$ cat config.mk
export PLATFORM = sky130hd
export DESIGN_NAME = mem_stage_sram_controller
export DESIGN_NICKNAME = d
export VERILOG_FILES = /design/src/rtl/mem_stage_sram_controller.sv
export SDC_FILE = /design/constraint.sdc
export NUM_CORES = 1
export LEC_CHECK = 0
export ABC_AREA = 1
export CORE_ASPECT_RATIO = 0.9
export CORE_MARGIN = 2
export CORE_UTILIZATION = 45
export DETAILED_ROUTE_END_ITERATION = 12
export PLACE_DENSITY_LB_ADDON = 0.08
export SLEW_MARGIN = 0
export SYNTH_ARGS = -nofsm -noshare
export SYNTH_HDL_FRONTEND = slang
export SYNTH_SLANG_ARGS = --single-unit
export TNS_END_PERCENT = 5
$ cat constraint.sdc
create_clock -name clk -period 1.6 [get_ports clk]
set_input_delay 0.32 -clock clk [delete_from_list [all_inputs] [get_ports clk]]
set_output_delay 0.32 -clock clk [all_outputs]
set_load 0.01 [all_outputs]
$ cat src/rtl/mem_stage_sram_controller.sv
// mem_stage_sram_controller
//   Memory-stage responder for pipeline loads/stores. Each 32-bit word access
//   becomes two sequential 16-bit accesses on an external asynchronous SRAM.
//   The low halfword is accessed first, then the high halfword, then
//   WAIT_CYCLES idle cycles. ready is held low until the transaction finishes,
//   which freezes the pipeline.
//
// Ports:
//   clk, rst          clock, synchronous active-high reset
//   wr_en, rd_en      store / load request (level, held until ready)
//   address           byte address; (address - MEM_BASE) >> 2 selects the word
//   write_data        store data
//   read_data         registered load result
//   ready             1 = idle with no request, or transaction completing
//   sram_addr         SRAM halfword address
//   sram_dq_out       data toward SRAM
//   sram_dq_oe        drive enable for sram_dq_out
//   sram_dq_in        data from SRAM
//   sram_we_n         SRAM write enable, active low
module mem_stage_sram_controller #(
    parameter int unsigned WAIT_CYCLES = 3,
    parameter logic [31:0] MEM_BASE    = 32'd1024
) (
    input  logic        clk,
    input  logic        rst,
    input  logic        wr_en,
    input  logic        rd_en,
    input  logic [31:0] address,
    input  logic [31:0] write_data,
    output logic [31:0] read_data,
    output logic        ready,
    output logic [17:0] sram_addr,
    output logic [15:0] sram_dq_out,
    output logic        sram_dq_oe,
    input  logic [15:0] sram_dq_in,
    output logic        sram_we_n
);

    localparam logic [2:0] S_IDLE = 3'd0;
    localparam logic [2:0] S_LOW  = 3'd1;
    localparam logic [2:0] S_HIGH = 3'd2;
    localparam logic [2:0] S_WAIT = 3'd3;
    localparam logic [2:0] S_DONE = 3'd4;

    // Counter value on the last WAIT cycle; unused when WAIT_CYCLES is 0.
    localparam logic [3:0] WAIT_LAST = (WAIT_CYCLES == 0) ? 4'd0 : 4'(WAIT_CYCLES - 1);

    logic [2:0]  state;
    logic [3:0]  wait_cnt;
    logic        op_write;
    logic [16:0] word;
    logic [31:0] data;
    logic [16:0] word_in;

    assign word_in = 17'((address - MEM_BASE) >> 2);

    assign ready = (state == S_DONE) || ((state == S_IDLE) && !rd_en && !wr_en);

    // SRAM bus outputs are registered, so each state's bus values are loaded
    // on the edge that enters that state.
    always_ff @(posedge clk) begin
        if (rst) begin
            state       <= S_IDLE;
            wait_cnt    <= '0;
            op_write    <= 1'b0;
            word        <= '0;
            data        <= '0;
            read_data   <= '0;
            sram_addr   <= '0;
            sram_dq_out <= '0;
            sram_dq_oe  <= 1'b0;
            sram_we_n   <= 1'b1;
        end else begin
            case (state)
                S_IDLE: begin
                    if (rd_en || wr_en) begin
                        // A write wins when both requests are raised.
                        op_write    <= wr_en;
                        word        <= word_in;
                        data        <= write_data;
                        sram_addr   <= {word_in, 1'b0};
                        sram_dq_out <= write_data[15:0];
                        sram_dq_oe  <= wr_en;
                        sram_we_n   <= !wr_en;
                        state       <= S_LOW;
                    end
                end
                S_LOW: begin
                    if (!op_write) begin
                        read_data[15:0] <= sram_dq_in;
                    end
                    sram_addr   <= {word, 1'b1};
                    sram_dq_out <= data[31:16];
                    state       <= S_HIGH;
                end
                S_HIGH: begin
                    if (!op_write) begin
                        read_data[31:16] <= sram_dq_in;
                    end
                    sram_dq_oe <= 1'b0;
                    sram_we_n  <= 1'b1;
                    state      <= (WAIT_CYCLES == 0) ? S_DONE : S_WAIT;
                end
                S_WAIT: begin
                    if (wait_cnt == WAIT_LAST) begin
                        wait_cnt <= '0;
                        state    <= S_DONE;
                    end else begin
                        wait_cnt <= wait_cnt + 4'd1;
                    end
                end
                S_DONE: begin
                    state <= S_IDLE;
                end
                default: begin
                    state <= S_IDLE;
                end
            endcase
        end
    end

endmodule

* Yosys cells after proc, flatten, opt, wreduce, memory -nomap -nowiden *
Cells that the tools add are included.

storage, ports and cells
  bits in registers = 125
  bits of input ports = 84
  output and inout port bits = 69
  word-level logic and storage cells = 48

operators by class
  add/subtract/negate cells = 2
  equal/unequal tests = 7
  multiplexer cells = 12
  bitwise logic cells = 1
  reduce and logical (&&, ||, !) cells = 15

operator list
  kind                    count
  $pmux 18 s2             1
  $pmux 16 s2             1
  $sub 19x11->19 const B  1
  $mux 18                 1
  $mux 16                 1
  $pmux 3 s4              1
  $reduce_and 2->1        6
  $eq 3x2->1 const B      2
  $mux 3                  2
  $add 4x1->4 const B     1
  $eq 4x2->1 const B      1
  $mux 4                  1
  $pmux 1 s2              2
  $reduce_bool 2->1       2
  $eq 3x1->1 const B      1
  $eq 3x3->1 const B      1
  $logic_not 3->1         1
  $logic_and 1x1->1       2
  $logic_not 1->1         2
  $logic_or 1x1->1        2
  $mux 1                  2
  $ne 2x1->1 const B      1
  $ne 2x2->1 const B      1
  $not 1->1               1

* Depth between registers and ports, before layout *
Gate-level depths: netlist of run 1.

  depth after elaboration = 4
  depth in mapped cells = 9
  mapped depth without buffers = 9

* Least setup slack after synthesis of run 1 *
Ideal clock, no wire load.

  path kind = input port to flip-flop
  start point = in address[10]
  end point = reg sram_addr[13]
  library setup time = 128 ps
  arrival = 1172 ps
  slack = 300 ps
  stages = 9
  buffers on the path = 0
  cell sequence = inv_1 > ha_1 > nand2_1 > nor2_1 > nand2_1 > nand3_1 > inv_1 > nor2_1 > nor2_1

on the way
  longest elaborated chain between the ends = 3

RTL lines
  item                  RTL line  text
  from (decl)           28        input logic [31:0] address,
  $sub 19x11->19        55        assign word_in = 17'((address - MEM_BASE) >> 2);
  $mux 18               76        if (rd_en || wr_en) begin
  $pmux 18 s2           74        case (state)
  to (signal assigned)  81        sram_addr <= {word_in, 1'b0};
  to (signal assigned)  92        sram_addr <= {word, 1'b1};
  to (decl)             32        output logic [17:0] sram_addr,

Every way passes these cells. The select of a mux whose other input is x is not followed.
A chain may end at the register's enable or synchronous reset.

* Worst setup path after layout of run 1 *
  start point = reg read_data[23]
  end point = out read_data[23]

RTL lines
  item                    RTL line  text
  from (decl)             30        output logic [31:0] read_data,
  from (signal assigned)  98        read_data[31:16] <= sram_dq_in;

No word-level cell between the ends.

==> results.py, run 1 <==
metrics = {
    "global_route": {
        "top_usage_layer": "met2",
        "grt_use_met1_pct": 27.3,
        "grtUsageTotal_pct": 21.9,
        "use_met2_pct": 37.9,
        "globalRouteMet3Util_pct": 5.77,
        "grt_overflow_total": 0,
        "antenna_found_initial": 0,
        "first_global_vias": 4131,
        "grt_pass1_wl_um": 18600,
        "grt_max_degree": 72,
    },
    "floorplan": {
        "core.rowCount": 34,
        "die_h_um": 97.7,
        "start_util_pct": 45.9,
        "io_pins": 153,
        "core-area_um2": 9570,
        "fp.dieW_um": 108,
        "die_area_um2": 10600,
    },
    "critical_path": {
        "crit_fanout": 2,
        "path_cells": "clkdlybuf4s50_1",
        "worstPathRequired_ps": 1280,
        "r2r-start": "state[0]",
        "critPathKind": "reg -> out",
        "cp_top_family": "buffers and inverters",
        "crit_path_max_incr_delay_ps": 540,
        "rr_worst_depth": 8,
        "start_kind": "register",
        "r2r-end": "read_data[7]",
        "cp.depth": 1,
        "crit_start": "read_data[23]",
        "crit_buf_inv": 1,
        "reg2reg_slack_ps": 80,
        "cp-endpoint": "read_data[23]",
        "worst-endpoint-arrival_ps": 1240,
        "critical_path.slowest_cell": "clkdlybuf4s50_1",
        "end_kind": "output pin",
    },
    "drt": {
        "drt_wl_total_um": 11400,
        "first_pass_iters": 4,
        "viasPerCell": 4.87,
        "remaining_drc_errors": 0,
        "drt-wirelength-per-cell_um": 13.2,
        "vias": 4215,
        "final_antenna_net_count": 0,
        "drt_iter0_drc": 168,
    },
    "power": {
        "p_leak_uw": 0.00329,
        "p_int_uw": 5760,
        "finalPower_uw": 8810,
        "p_comb_share_pct": 39.4,
        "ir_drop_uv": 608,
        "p_sw_share_pct": 34.6,
        "clockPowerShare_pct": 19.7,
        "pwr_density_cell_nw_per_um2": 1390,
        "p_switching_uw": 3050,
        "power_frac_seq_pct": 40.9,
    },
    "logic_synthesis": {
        "yosys.area.top_type": "dfxtp_1",
        "syn_area_um2": 4390,
        "synth.area.top_cells": "dfxtp_1 (50%), nand2_1 (13%), a21oi_1 (9.9%), o21ai_0 (5.0%), nor2_1 (4.4%)",
        "synth_top_area_share_pct": 49.7,
        "synth_cell_type_count": 30,
        "yosysSeqAreaShare_pct": 49.7,
        "avgSynthCellArea_um2": 7.42,
        "yosysWarnings": 0,
        "syn_nets": 677,
        "ys_ff_latch": 109,
        "synth_cells": 592,
    },
    "clock_tree": {
        "cts_resized": 15,
        "cts_root_buf": "clkbuf_8",
        "postCtsSetupBuffers": 0,
        "htreeDepth": 3,
        "ctsHoldBuffers": 0,
        "clk_pin_slew_worst_paths_ps": 100,
        "cts_buffers": 9,
        "ctsLongestPathBuffers": 2,
        "cts_sinks": 109,
        "cts_tree": "done",
        "clock_latency_ps": 360,
    },
    "layout": {
        "final-instance-count-excl-fill": 865,
        "areaGrowthSynthToFinish_pct": 44.4,
        "drive_gt1_share_pct": 7.85,
        "insertedDiodeCount": 0,
        "final_nets": 821,
    },
    "sta": {
        "slew_viol_final": 0,
        "period_minus_slack_ps": 1560,
        "maxSlewHeadroom_pct": 78.2,
        "min_period_over_period_pct": 97.3,
        "worst_slew_pin_slew_ps": 326,
        "hold_violations": 0,
        "rsz0062_at_grt": "true",
        "hold_ws_ps": 444,
        "setup_violations": 0,
        "fin_skew_ps": 7.72,
        "fmax_mhz": 642,
    },
    "placement": {
        "dpl.cell_count": 851,
        "io_buffer_count": 137,
        "place_congestion": 0.868,
        "dp_hpwl_um": 8000,
    },
    "min_path": {
        "hp-class": "in -> reg",
    },
    "flow_run": {
        "cap_violations": 0,
    },
    "run_status": {
        "status": "finished, final reports clean",
    },
}
-- worst min path at each step --
stage | start | end | slack (ps) | depth (start not counted)
global placement | data[17] | data[17] | 430 | 2
detailed placement | data[18] | data[18] | 440 | 2
finish | rst | data[24] | 440 | 5
floorplan | data[21] | data[21] | 420 | 2
CTS | rst | data[18] | 430 | 5
global route | rst | word[11] | 450 | 4
-- sequential cells by signal, summed over array words and instances (netlist names) --
name and cells:
sram_dq_out 16, wait_cnt 4, sram_we_n 1, sram_addr 18, read_data 32, op_write 1
word 17, data 16, sram_dq_oe 1, state 3
-- worst reg2reg max path, cell delays in order (launching register included) --
cell and delay [ps]:
dfxtp_1 390, buf_4 150, inv_2 40, nor2_4 100, nand2_4 130, nor2_4 230
inv_2 190, nor2_1 140, nor2_1 60
-- cell usage after synthesis, drive strengths merged --
cell type  instances
nand2            150
a21oi             87
and2               8
nand3b             1
ha                 1
buf               17
o211ai             1
o21a               3
clkinv             1
nand4              1
inv               50
o21ai             52
nor2              55
nand3             35
clkbuf            14
nor3               1
xnor2              2
a31oi              2
a211oi             1
dfxtp            109
o21bai             1
-- cells in the final DEF, fill, tap and decap left out, types with 2 or more instances in the layout --
cell and instances:
buf_4 21, clkinvlp_4 2, xnor2_1 2, nand2_4 2, nor2_2 2, buf_12 6, bufinv_16 2, and2_1 8
nand2_1 148, nor2_4 4, nand3_1 34, inv_1 45, inv_2 4, o21ai_1 8, dlygate4sd2_1 11, a21oi_1 87
dfxtp_1 108, nor2_1 49, clkdlybuf4s50_1 77, dlymetal6s2s_1 47, o21ai_0 44, a31oi_1 2, o21a_1 3, clkbuf_8 9
-- layer usage --
layer,vias to the layer above,share of wire [%]
met4,0,0.81
met3,7,4.8
met2,97,49
li1,2189,-
met5,-,0
met1,1922,46
-- final cells by class --
class,count,area (um2)
Timing Repair Buffer,164,1740
Multi-Input combinational cell,401,1860
Sequential cell,109,2180
Inverter,51,194
Tap cell,126,158
Fill cell,849,3230
Clock inverter,4,75.1
Clock buffer,10,128
-- through the flow --
| stage | util (%) | setup TNS (ps) | cell area [um2] | setup WS, ps |
|---|---|---|---|---|
| 6_report | 66.3 | 0 | 6340 | 42.7 |
| 3_5_place_dp | 63.0 | -4600 | 6030 | -326 |
| 4_1_cts | 65.0 | -17.5 | 6220 | -17.5 |
| 2_1_floorplan | - | 0 | 4390 | 300 |
| 5_1_grt | 66.3 | -137 | 6340 | -23.2 |
| 3_3_place_gp | 63.0 | -3100 | 6030 | -298 |
-- logic make-up after synthesis --
kind of cell	Yosys count	share of synthesized area, %
compound gates	147	17.2
buf+inv	82	8.12
flops	109	49.7
simple gates	251	24.4
fa+ha+maj	1	0.285
xor+xnor	2	0.399
-- power groups by stage --
stage          Sequential (uW)  Clock (uW)  Combinational (uW)
6_report                  3600        1730                3480
5_1_grt                   3670        1880                3850
3_5_place_dp              3670           0                3600
2_1_floorplan             3820           0                1720
4_1_cts                   3610        1790                3570
3_3_place_gp              3650           0                3530
Power figures use the tool's default switching activity.
==> inputs of run 2 (changes only) <==
Settings changed: ABC_AREA 1 to not set, CORE_UTILIZATION 45 to 44.
==> run 2 against run 1 <==
Effect of this change: global-route usage is 2.0 points lower; synthesized cell count is 14% lower; sequential share of layout area is 0.95 points higher; worst hold slack worse by 160 ps; combinational power is 48% lower; maximum frequency is 0.75% lower; die area is 2.4% lower; final area is 2.7% lower; clock skew is 2.9 ps higher; routed wire length is 7.0% lower; count of clock-buffer cells in the layout is 1 higher.
==> results.py, run 2 <==
metrics = {
    "layout": {
        "insertedDiodeCount": 0,
        "final_common_cell": "nand2_1",
        "largest_register_ffs": 32,
        "final_cell_mix": "nand2_1 (125), dfxtp_1 (108), a21oi_1 (78), clkdlybuf4s50_1 (69), nor2_1 (51)",
        "final_util_pct": 67.3,
        "reg_top3": "read_data (32), sram_addr (18), word (17)",
        "drive_gt1_share_pct": 10.6,
        "final_nets": 732,
        "areaGrowthSynthToFinish_pct": 47.5,
        "regMostFlops": "read_data",
    },
    "drt": {
        "drt_iter0_drc": 138,
        "vias": 3951,
        "drt_wl_total_um": 10600,
        "remaining_drc_errors": 0,
        "first_pass_iters": 4,
        "viasPerCell": 5.10,
        "final_antenna_net_count": 0,
        "drt-wirelength-per-cell_um": 13.7,
    },
    "logic_synthesis": {
        "avgSynthCellArea_um2": 8.24,
        "syn_area_um2": 4190,
        "synth.area.top_cells": "dfxtp_1 (52%), nand2_1 (11%), a21oi_1 (9.3%), nor2_1 (4.7%), a22oi_1 (2.5%)",
        "yosys.area.top_type": "dfxtp_1",
        "synth-main-ff-cell": "dfxtp_1",
        "ys_top_cells_by_count": "nand2_1 (125), dfxtp_1 (109), a21oi_1 (78), nor2_1 (52), nor3_1 (21)",
        "synth_top_area_share_pct": 52.1,
        "synthMuxAreaShare_pct": 0,
        "synth_cells": 508,
        "synth_top_family_by_area": "simple AND/OR/NAND/NOR gates",
        "synth.most_common_cell": "nand2_1",
        "synth-simple-area-share_pct": 25.1,
        "synth_fa_ha_area_share_pct": 0.299,
        "yosysSeqAreaShare_pct": 52.1,
        "synth_edf_count": 0,
        "syn_nets": 593,
        "ys_ff_latch": 109,
        "synthArstFlopShare_pct": 0,
        "yosysWarnings": 0,
        "synthXorXnorAreaFrac_pct": 1.05,
        "synth_cell_type_count": 46,
        "synth_compound_area_share_pct": 16.3,
    },
    "global_route": {
        "top_usage_layer": "met2",
        "grt_pass1_wl_um": 16300,
        "grt_use_met1_pct": 25.9,
        "globalRouteMet3Util_pct": 4.63,
        "grt_overflow_total": 0,
        "grt_max_degree": 35,
        "first_global_vias": 3534,
        "antenna_found_initial": 0,
        "grtUsageTotal_pct": 19.9,
        "use_met2_pct": 32.6,
    },
    "sta": {
        "tns_ps": 0,
        "setup_violations": 0,
        "fin_skew_ps": 10.6,
        "worst_slew_pin_slew_ps": 363,
        "period_minus_slack_ps": 1570,
        "hold_ws_ps": 282,
        "fmax_mhz": 637,
        "hold_violations": 0,
        "rsz0062_at_grt": "true",
        "min_period_over_period_pct": 98.1,
        "slew_viol_final": 0,
        "maxSlewHeadroom_pct": 75.8,
    },
    "floorplan": {
        "die_area_um2": 10300,
        "core.rowCount": 33,
        "core-area_um2": 9170,
        "die_h_um": 96.5,
        "start_util_pct": 45.7,
        "fp.dieW_um": 107,
        "io_pins": 153,
    },
    "power": {
        "ir_drop_uv": 629,
        "pwr_density_cell_nw_per_um2": 1050,
        "p_leak_uw": 0.00308,
    },
    "critical_path": {
        "rr_worst_depth": 6,
        "critPathKind": "in -> reg",
        "worstPathRequired_ps": 1840,
        "end_kind": "register",
        "start_kind": "input pin",
        "worst-endpoint-arrival_ps": 1810,
        "crit_fanout": 4,
    },
    "clock_tree": {
        "cts_root_buf": "clkbuf_8",
        "cts_tree": "done",
        "cts_buffers": 9,
        "clk_pin_slew_worst_paths_ps": 90,
        "cts_sinks": 109,
        "clock_latency_ps": 360,
        "htreeDepth": 3,
        "ctsLongestPathBuffers": 2,
    },
    "placement": {
        "place_congestion": 0.768,
        "io_buffer_count": 137,
        "dp_hpwl_um": 7330,
    },
    "min_path": {
        "hold-path-cell-count": 2,
        "hp-class": "in -> reg",
    },
    "flow_run": {
        "cap_violations": 0,
    },
    "run_status": {
        "status": "finished, final reports clean",
    },
}
## run 2: cell families (layout without fill, tap and decap cells)
family	Yosys count	after routing
AOI/OAI and AO/OA	116	116
buffers and inverters	42	186
adders and majority gates	1	1
DFF	109	109
xor gates and xnor gates	5	5
and+or+nand+nor	235	235
## run 2: layer usage
layer / up-vias / share of wire, %
met5: - / 0
met3: 19 / 5.9
li1: 2002 / -
met2: 113 / 47
met1: 1817 / 45
met4: 0 / 2.0
## run 2: stage by stage
stage,area [um2],instances,total power (uW),setup WS (ps)
finish,6170,774,6460,30.9
detailed placement,5870,757,5130,-547
global route,6170,774,6840,-58.9
global placement,5870,757,5090,-468
floorplan,4190,508,4170,5.83
CTS,6040,773,6570,1.54
## run 2: final cells by class
cell class | count | area [um2]
Multi-Input combinational cell | 357 | 1840
Fill cell | 787 | 2990
Inverter | 3 | 11.3
Sequential cell | 109 | 2180
Clock buffer | 11 | 131
Clock inverter | 5 | 37.5
Tap cell | 122 | 153
Timing Repair Buffer | 167 | 1820
## run 2: final timing paths
kind	from	endpoint	slack, ps
hold / removal	wr_en	sram_we_n	280
hold reg to reg	read_data[23]	read_data[23]	450
setup reg to reg	state[2]	word[13]	30
setup / recovery	address[14]	sram_addr[17]	30
## run 2: power by group
part	switching [uW]	internal (uW)
Combinational	909	911
Sequential	162	3020
Clock	881	571
## run 2: critical path, cell delays in order
cell and delay (ps):
clkdlybuf4s50_1 450, or4b_4 590, o21a_1 210, o21ai_2 160
a21oi_1 90
## run 2: repair_timing
item	CTS	global route
hold buffers	0	0
pin swaps	7	5
buffers inserted	0	1
gates resized for setup	32	51
setup endpoints to repair	44	75
